### config.mk
export PLATFORM = sky130hd
export DESIGN_NAME = shiftright_multicycle
export DESIGN_NICKNAME = d
export VERILOG_FILES = /design/src/rtl/shiftright_multicycle.sv
export SDC_FILE = /design/constraint.sdc
export NUM_CORES = 1
export LEC_CHECK = 0
export BUFFER_PORTS_ARGS = -buffer_cell sky130_fd_sc_hd__buf_2
export CORE_AREA = 2 2 102 94
export DETAILED_ROUTE_END_ITERATION = 7
export DIE_AREA = 0 0 104 96
export PLACE_DENSITY = 0.82
export SLEW_MARGIN = 10
export SYNTH_ARGS = -nofsm -noshare
export SYNTH_HDL_FRONTEND = slang
export SYNTH_SLANG_ARGS = --single-unit
### constraint.sdc
create_clock -name clock -period 2.4 [get_ports clock]
set_input_delay 0.48 -clock clock [delete_from_list [all_inputs] [get_ports clock]]
set_output_delay 0.48 -clock clock [all_outputs]
set_load 0.05 [all_outputs]
### src/rtl/shiftright_multicycle.sv
// rtl/shiftright_multicycle.sv - iterative 32-bit SRL/SRA shifter, one binary stage per cycle
//
// Purpose: right shift by 0..31 for the ALU shift path. The shift amount is
// applied as five stages (16, 8, 4, 2, 1), one per clock, so only one
// 32-bit 2:1 stage mux is needed. Latency is 6 cycles from accepted start
// to result_ready, whatever the shift amount.
//
// Ports:
//   clock          in   1   rising-edge clock
//   reset          in   1   synchronous, active-high
//   start          in   1   request; accepted in IDLE or DONE only
//   data_operand   in  32   value to shift (sampled on accepted start)
//   ctrl_shiftamt  in   5   shift distance (sampled on accepted start)
//   ctrl_arith     in   1   1 = SRA, 0 = SRL (sampled on accepted start)
//   result         out 32   registered result; intermediate while busy
//   result_ready   out  1   one-cycle pulse when result is final
//   busy           out  1   high while a shift is in progress

module shiftright_multicycle (
    input  logic        clock,
    input  logic        reset,
    input  logic        start,
    input  logic [31:0] data_operand,
    input  logic [4:0]  ctrl_shiftamt,
    input  logic        ctrl_arith,
    output logic [31:0] result,
    output logic        result_ready,
    output logic        busy
);

    typedef enum logic [1:0] {
        S_IDLE  = 2'd0,
        S_SHIFT = 2'd1,
        S_DONE  = 2'd2
    } state_t;

    state_t      r_state;
    state_t      w_state_nxt;
    logic [2:0]  r_stage;
    logic [4:0]  r_shamt;
    logic        r_fill;
    logic [31:0] r_result;
    logic        r_ready;
    logic        r_busy;

    logic        w_accept;
    logic        w_ready_nxt;
    logic        w_busy_nxt;
    logic [4:0]  w_dist;
    logic [31:0] w_shifted;

    assign w_accept = start && ((r_state == S_IDLE) || (r_state == S_DONE));

    // Stage distance is 2^k for stage counter k (4 down to 0).
    assign w_dist = 5'd1 << r_stage;

    // Filling with ones is done by shifting the complement and inverting it
    // back, which keeps the stage a plain logical shift plus one 2:1 mux.
    assign w_shifted = r_fill ? ~((~r_result) >> w_dist) : (r_result >> w_dist);

    // State register
    always_ff @(posedge clock) begin
        if (reset) begin
            r_state <= S_IDLE;
        end else begin
            r_state <= w_state_nxt;
        end
    end

    // Next-state logic
    always_comb begin
        w_state_nxt = r_state;
        case (r_state)
            S_IDLE:  if (start) w_state_nxt = S_SHIFT;
            S_SHIFT: if (r_stage == 3'd0) w_state_nxt = S_DONE;
            S_DONE:  w_state_nxt = start ? S_SHIFT : S_IDLE;
            default: w_state_nxt = S_IDLE;
        endcase
    end

    // Output decode from the next state; registered below so the outputs
    // line up with the state they describe and have no input-to-output path.
    always_comb begin
        w_busy_nxt  = 1'b0;
        w_ready_nxt = 1'b0;
        case (w_state_nxt)
            S_SHIFT: w_busy_nxt  = 1'b1;
            S_DONE:  w_ready_nxt = 1'b1;
            default: ;
        endcase
    end

    always_ff @(posedge clock) begin
        if (reset) begin
            r_busy  <= 1'b0;
            r_ready <= 1'b0;
        end else begin
            r_busy  <= w_busy_nxt;
            r_ready <= w_ready_nxt;
        end
    end

    // Datapath: operand capture on accept, one stage per SHIFT cycle
    always_ff @(posedge clock) begin
        if (reset) begin
            r_result <= 32'h0;
            r_stage  <= 3'd0;
            r_shamt  <= 5'd0;
            r_fill   <= 1'b0;
        end else if (w_accept) begin
            r_result <= data_operand;
            r_shamt  <= ctrl_shiftamt;
            r_fill   <= ctrl_arith & data_operand[31];
            r_stage  <= 3'd4;
        end else if (r_state == S_SHIFT) begin
            if (r_shamt[r_stage]) begin
                r_result <= w_shifted;
            end
            if (r_stage != 3'd0) begin
                r_stage <= r_stage - 3'd1;
            end
        end
    end

    assign result       = r_result;
    assign result_ready = r_ready;
    assign busy         = r_busy;

endmodule

==> summary.md, run 1 <==
| Metric | Value |
|---|---|
| Syn nets | `615` |
| Clock transition at path regs | `90 ps` |
| Final setup violation count | `0` |
| DRC viols | `0` |
| CP endpoint kind | `flop` |
| First-pass GRT wire length | `31300 µm` |
| Net Sw Power | `approximately 1.4 mW` |
| Vias | `between 5000 and 6000` |
| Die ar. | `approximately 0.01 mm²` |
| Filler cell count in the final layout | `750` |
| Synthesis Warnings | `0` |
| RSZ-0062 raised after global routing | `true` |
| IO buf count | `between 70 and 80` |
| Slew margin rel. | `between 50% and 60%` |
| Post-synthesis mux area share | `between 15 and 20%` |
| GPL Wtd Cong | `approximately 1.1` |
| Drt first pass iters | `5` |
| Worst R2R Path Depth | `10` |
| Post-synth top area cell | `dfxtp_1` |
| Maximum clock insertion buffer count | `2` |
| Worst Tran Pin Value | `between 600 and 700 ps` |
| Total CTS buffers | `5` |
| Wire per inst | `between 20 and 30 µm` |
| Total GRT Usage | `about two fifths` |
| Status | `finished, final reports clean` |
| Register area share after synthesis | `around a fifth` |
| Adder and majority gate portion of the synthesized area | `between 1 and 1.5%` |
| Final WS setup | `33.0 ps` |
| Grt ovf | `0` |
| Top_reg_cell synth | `dfxtp_1` |
| Setup TNS | `0 ps` |
| Worst path slowest cell | `nor4_1` |
| Fmax | `422 MHz` |
| Worst slack, placed | `-271 ps` |
| Flop-to-flop setup slack | `around 33 ps` |
| Net Sw Frac | `44.7%` |
| Ratio of cells with drive above 1 in the final layout | `43.0%` |
| Synth Area in XOR/XNOR | `0.190%` |
| Simple logic cell fraction of the synthesized area | `20.4%` |
| Die width | `104 µm` |
| WP data required | `2620 ps` |
| Cell Int Power | `between 1.5 and 2 mW` |
| Synth cell types | `between 80 and 90` |
| Lkg Pwr | `2.56 nW` |
| Clock skew | `about 12 ps` |
| H-tree Lvls | `2` |
| Period utilization | `a little over nine tenths` |
| Clk pwr share | `between 10% and 20%` |
| Data arrival time of the worst path | `2590 ps` |
| Cells after Synth | `between 500 and 600` |
| Reg area | `908 µm²` |
| Min-Delay Path Class | `primary input to flop` |
| Crit Path Max Fanout | `16` |
| Crit path buffers/inverters | `4` |
| First DRT Iteration DRCs | `between 700 and 800` |
| Post-synth top area share | `around a fifth` |
| Vias in the first global route | `approximately 5200` |
| Top post-synthesis cells by area | `dfxtp_1, mux4_2, a21oi_1, mux2i_1, nand2_1` |
| Reg2reg start | `r_stage[1]` |
| CTS root buffer | `clkbuf_8` |
| Worst path cell trace | `inv_2 > ha_4 > buf_12 > or3b_1 > o22ai_2 > buf_4 > nor4_1 > buf_4 > nor4_1 > a311oi_1` |
| Post-Place Cells | `between 800 and 900` |
| Multi-input gate area | `between 0.003 and 0.004 mm²` |
| Initial Util | `51.7%` |
| Site Rows | `33` |
| Largest stage delay, worst path | `420 ps` |
| Post-synth EDFFs | `0` |
| Hold endpoint | `r_shamt[4]` |
| # clock sinks | `45` |
| Mapped cell area | `0.00461 mm²` |
| Fin. Hold Viols | `0` |
| Hold path depth | `3` |
| HP Start | `ctrl_shiftamt[4]` |
| Worst vdd ir | `about 0.32 mV` |
| CP top delay family | `simple AND/OR/NAND/NOR gates` |
| ANT cells | `0` |
| Mapped Avg Cell Area | `just over 8 µm²` |
| Routed Antenna Nets | `0` |
| Final slew viol count | `0` |
| Cell Pwr Density | `about 500 mW/mm²` |
| Tmin final | `between 2000 and 2500 ps` |
| Finished Layout Cells | `roughly 830` |
| Yosys reg bits | `45` |
| Largest net degree at the start of global routing | `37` |
| IO Count | `75` |
| CORE AREA | `0.00892 mm²` |
| Largest family of logic cells by synthesized area | `compound AO/OA/AOI/OAI gates` |
| Critical path class | `flop to flop` |
| Post-DP HPWL | `15900 µm` |
| Post-CTS Hold Buffers | `0` |
| Vias/cell | `approximately 7.0` |
| Area Overhead vs Synth | `33.7%` |
| Initial antenna violation count | `0` |
| Routed Wire Length | `roughly 22000 µm` |
| Flop pwr share | `a little under a third` |
| Logic pwr share | `a little over half` |
| Async S/R FF share, synth | `0%` |
| Die H | `between 90 and 100 µm` |
| Final nets | `roughly 750` |
| Worst skew pair latency | `a little over 300 ps` |
| Max Cap Violations | `0` |
| CTS tree | `built` |
| Worst setup SP type | `flop` |
| Synth Area in Compound Gates | `31.5%` |
-- worst max path at each step --
stage               start          to  cells past startpoint
2_1_floorplan  r_stage[0]   result[5]                      9
3_3_place_gp   r_stage[1]  result[12]                     11
3_5_place_dp   r_stage[0]  result[13]                     10
4_1_cts        r_stage[0]  result[21]                      8
5_1_grt        r_stage[1]        flop                     10
6_report       r_stage[1]        flop                     10
-- state kept, by name, summed over array words and instances (netlist names), named ones only --
signal,flops
busy,1
r_fill,1
r_shamt,5
r_stage,3
r_state,2
result,30
result_ready,1
-- synthesized netlist by cell type, types with 12 or more instances --
library cell and instances:
a211oi_1 15, clkbuf_1 29, a21oi_1 57, mux4_2 18, buf_2 13, nand2_1 52
o21ai_0 31, nor3_1 21, mux2i_1 23, dfxtp_1 45, a221oi_1 12, nor2_1 45
-- power by group through the flow --
stage	combinational [mW]	sequential (mW)	clock [mW]
after detailed placement	1.43	0.953	0
after global placement	1.43	0.952	0
after floorplan	0.741	1.05	0
after CTS	1.47	0.936	0.505
after global routing	1.68	0.953	0.527
final	1.61	0.956	0.515
-- layout by cell type (no fill, tap or decap), types with 4 or more instances in the layout --
master / count
a211oi_1: 9
a211oi_2: 6
a21oi_1: 56
a221oi_1: 6
a221oi_2: 8
a311oi_1: 5
buf_12: 6
buf_2: 74
buf_4: 110
buf_6: 5
clkbuf_8: 5
dfxtp_1: 43
inv_1: 8
mux2_2: 11
mux2i_1: 22
mux4_2: 18
nand2_1: 52
nand2b_1: 6
nand3_1: 8
nand3b_1: 4
nand4_1: 4
nor2_1: 44
nor2b_1: 7
nor3_1: 17
nor3_2: 6
nor4_1: 10
o211ai_1: 5
o21ai_0: 25
o21ai_1: 8
o221ai_1: 6
o22ai_1: 9
o22ai_2: 4
-- layer usage --
| layer | global-route usage (%) | up-vias | part of all wire [%] |
|---|---|---|---|
| met3 | 10.4 | 72 | 15 |
| li1 | - | 2472 | - |
| met4 | 15.0 | 0 | 3.4 |
| met5 | 0 | - | 0 |
| met2 | 61.4 | 529 | 42 |
| met1 | 58.0 | 2719 | 40 |
-- worst reg2reg max path: cells and delay by family (launching register included) --
family / cells / cell delay (ps)
AO/OA/AOI/OAI: 2 / 370
buffers and inverters: 4 / 600
adder cells (fa/ha/maj): 1 / 160
flip-flops: 1 / 360
AND/OR/NAND/NOR: 3 / 790
-- area by class of cell --
class / count / area share, %
repair buffers: 196 / 22.5
inverters: 11 / 0.710
well taps: 122 / 2.48
clock buffers: 6 / 1.18
flip-flops and latches: 45 / 14.7
clock inverters: 2 / 0.243
multi-input cells: 449 / 58.2
-- repair_timing --
action                                 4_1_cts  5_1_grt
endpoints found under the hold margin        0        0
gates resized for setup                     21       49
setup endpoints to repair                   14       24
setup buffers                                3        1
pin swaps                                    5       10
cloned                                       0        0
-- cells by family (layout without fill, tap and decap cells) --
group,Yosys count,count (layout)
AO/OA/AOI/OAI,204,204
AND/OR/NAND/NOR,184,184
buffers and inverters,75,215
multiplexers,55,55
flip-flops,45,45
adder cells (fa/ha/maj),5,5
XOR/XNOR,1,1
-- stage by stage --
stage	utilization, %	hold slack (ps)	instance area, µm²	total power, mW
floorplan	-	436	4610	1.79
global placement	64.0	444	5710	2.38
detailed placement	64.0	458	5710	2.39
CTS	66.3	415	5920	2.91
global route	69.1	421	6170	3.16
finish	69.1	416	6170	3.08
(Power assumes the default switching activity.)
==> run 2, diff against run 1 <==
Settings changed: ABC_AREA set to 1, CORE_AREA 2 2 102 94 to 2 2 91 84, DIE_AREA 0 0 104 96 to 0 0 93 86, PLACE_DENSITY 0.82 to 0.87, SLEW_MARGIN 10 to not set.
Clock period 2.4 ns to 2.8 ns, I/O delays scaled along.
==> summary.md, run 2 <==
| Metric | Value |
|---|---|
| DRC viols | `0 (unchanged)` |
| Setup TNS | `0 ps (unchanged)` |
| Mapped Avg Cell Area | `5.69 µm² (-30%)` |
| Post-synth top area cell | `dfxtp_1` |
| Site Rows | `29 (-12%)` |
| Total CTS buffers | `5 (unchanged)` |
| Top_reg_cell synth | `dfxtp_1` |
| Grt ovf | `0 (unchanged)` |
| Drt first pass iters | `6 (+1)` |
| HP Start | `ctrl_arith` |
| Largest register FFs | `30 (unchanged)` |
| Synth cell types | `33 (-60%)` |
| Status | `finished, final reports clean` |
| Initial Util | `58.2% (+6.5 points)` |
| Most frequent cells in the layout | `nand2_1, nand3_1, buf_2` |
| Fin. Hold Viols | `0 (unchanged)` |
| Filler cell count in the final layout | `696 (-7.2%)` |
| Worst skew pair latency | `320 ps (about the same)` |
| Vias | `5352 (-7.6%)` |
| Vias/cell | `6.16 (-12%)` |
| Critical path class | `flop to flop` |
| CP endpoint kind | `flop` |
| Commonest non-fill, non-tap cell in the layout | `nand2_1` |
| WP data required | `2980 ps (+360 ps)` |
| Lkg Pwr | `2.32 nW (-9.3%)` |
| Reg area | `901 µm² (-0.83%)` |
| IO Count | `75 (unchanged)` |
| Clock transition at path regs | `100 ps (about the same)` |
| Final Total Pwr | `2.40 mW (-22%)` |
| Crit Path Max Fanout | `13 (-3)` |
| Post-DP HPWL | `11800 µm (-26%)` |
| Ratio of cells with drive above 1 in the final layout | `16.8% (-26 points)` |
| Final setup violation count | `0 (unchanged)` |
| Area Overhead vs Synth | `13.2%` |
| Mapped cell area | `0.00406 mm² (-12%)` |
| Post-Place Cell Area | `0.00448 mm² (-22%)` |
| Post-route cell area | `0.00459 mm² (-26%)` |
| Worst setup SP type | `flop` |
| Min-Delay Path Class | `primary input to flop` |
| Post-CTS Hold Buffers | `0 (unchanged)` |
| GPL Wtd Cong | `1.06 (+1.1%)` |
| Synth top cells by count | `nand2_1, nand3_1, a21oi_1, inv_1, nor2_1` |
| Post-synth EDFFs | `0 (unchanged)` |
| H-tree Lvls | `2 (unchanged)` |
| Die width | `93 µm (-11%)` |
| Cell Pwr Density | `523 mW/mm² (+4.5%)` |
| Maximum clock insertion buffer count | `2 (unchanged)` |
| Post-synth top area share | `22.2% (+2.7 points)` |
| ANT cells | `0 (unchanged)` |
| Syn nets | `759 (+23%)` |
| Die ar. | `0.00800 mm² (-20%)` |
| Max Cap Violations | `0 (unchanged)` |
| Tmin final | `2530 ps (+165 ps)` |
| Yosys reg bits | `45 (unchanged)` |
| Slew margin rel. | `48.7% (-5.2 points)` |
| # clock sinks | `45 (unchanged)` |
| Worst vdd ir | `0.332 mV (+3.3%)` |
| Register area share after synthesis | `22.2% (+2.7 points)` |
| Initial antenna violation count | `0 (unchanged)` |
| Synthesis Warnings | `0 (unchanged)` |
| Clock skew | `11.6 ps (-0.805 ps)` |
| Final slew viol count | `0 (unchanged)` |
| CTS root buffer | `clkbuf_8` |
| IO buf count | `74 (unchanged)` |
| Worst Tran Pin Value | `769 ps (+81.0 ps)` |
| Cells after Synth | `713 (+25%)` |
| First DRT Iteration DRCs | `887 (+26%)` |
| Vias in the first global route | `4733 (-9.5%)` |
| Final nets | `821 (+8.9%)` |
| Routed Wire Length | `15800 µm (-27%)` |
| Top post-synthesis cells by area | `dfxtp_1, nand2_1, nand3_1, a21oi_1, inv_1` |
| First-pass GRT wire length | `25000 µm (-20%)` |
| Period utilization | `90.4% (-8.2 points)` |
| Wire per inst | `18.2 µm (-30%)` |
| Critical path origin | `r_stage[0]` |
| Reg2reg start | `r_stage[0]` |
| Fmax | `395 MHz (-6.5%)` |
| CTS tree | `built` |
| RSZ-0062 raised after global routing | `false` |
| Most frequent cell after synthesis | `nand2_1` |
| Routed Antenna Nets | `0 (unchanged)` |
| Multi-input gate area | `0.00270 mm² (-25%)` |
| Number of gates resized after cts | `0 (-100%)` |
| Die H | `86 µm (-10%)` |
| Data arrival time of the worst path | `2720 ps (+130 ps)` |
| Total GRT Usage | `40.0% (-1.3 points)` |
| Largest net degree at the start of global routing | `35 (-5.4%)` |
| Post-CTS setup buffer count | `0 (-3)` |
| Async S/R FF share, synth | `0% (unchanged)` |
| CORE AREA | `0.00697 mm² (-22%)` |
[run 2: changes by cell type after synthesis, sizes merged, moves of 13 or more]
cell    previous run  this run
nand2             53       234
nand3              8       153
o22ai             13         0
o21ai             34        47
a221oi            16         0
clkbuf            30        17
mux2              13         0
mux4              18         0
a211oi            16         0
inv               10        55
nor3              23         3
mux2i             24         0
[run 2: cells by family after synthesis]
kind of cell | after synthesis | share of synthesized area [%]
simple gates | 453 | 49.9
compound gates | 113 | 15.1
buf+inv | 97 | 11.3
flops | 45 | 22.2
fa+ha+maj | 5 | 1.54
[run 2: final timing paths]
| check | endpoint | slack (ps) | cells after the start |
|---|---|---|---|
| worst max-delay path | flop | 270 | 15 |
| worst min-delay path | r_fill | 480 | 3 |
| worst max register to register | flop | 270 | 15 |
| worst min register to register | flop | 480 | 2 |
[run 2: report_power, final]
part	total (mW)	leakage (nW)	internal, mW	switching [mW]
Combinational	1.10	1.89	0.322	0.783
Sequential	0.761	0.371	0.699	0.0619
Clock	0.533	0.0554	0.269	0.264
Total	2.40	2.32	1.29	1.11
[run 2: cell type report]
type / count / share of cell area (%)
clock buffers: 6 / 1.58
multi-input cells: 571 / 58.8
well taps: 93 / 2.53
clock inverters: 2 / 0.845
inverters: 56 / 4.69
repair buffers: 96 / 11.9
flip-flops and latches: 45 / 19.6
[run 2: worst max-delay path: stages, from the launching register on]
cell	delay (ps)
dfxtp_1	390
inv_1	170
ha_1	370
inv_1	130
nor2_4	350
nand2_1	120
nand2_1	80
nand2_1	70
nand2_1	70
nand2_1	80
nand2_1	160
nand2_1	90
nand3_1	100
nand2_1	90
nand2_1	70
a21oi_1	50
[run 2: metal layers]
layer  vias up  GRT usage (%)  wire [µm]
li1       2493              -          -
met1      2406           56.1       6340
met2       400           60.9       6810
met3        53           10.9       2200
met4         0           10.0        446
met5         -              0          0
[run 2: per-stage QoR]
stage / util (%) / hold slack (ps) / setup WS, ps / instances
final: 65.9 / 478 / 268 / 869
after CTS: 65.9 / 476 / 371 / 869
after floorplan: - / 429 / 891 / 713
after global routing: 65.9 / 499 / 62.9 / 869
after detailed placement: 64.3 / 467 / 381 / 861
after global placement: 64.3 / 453 / 451 / 861
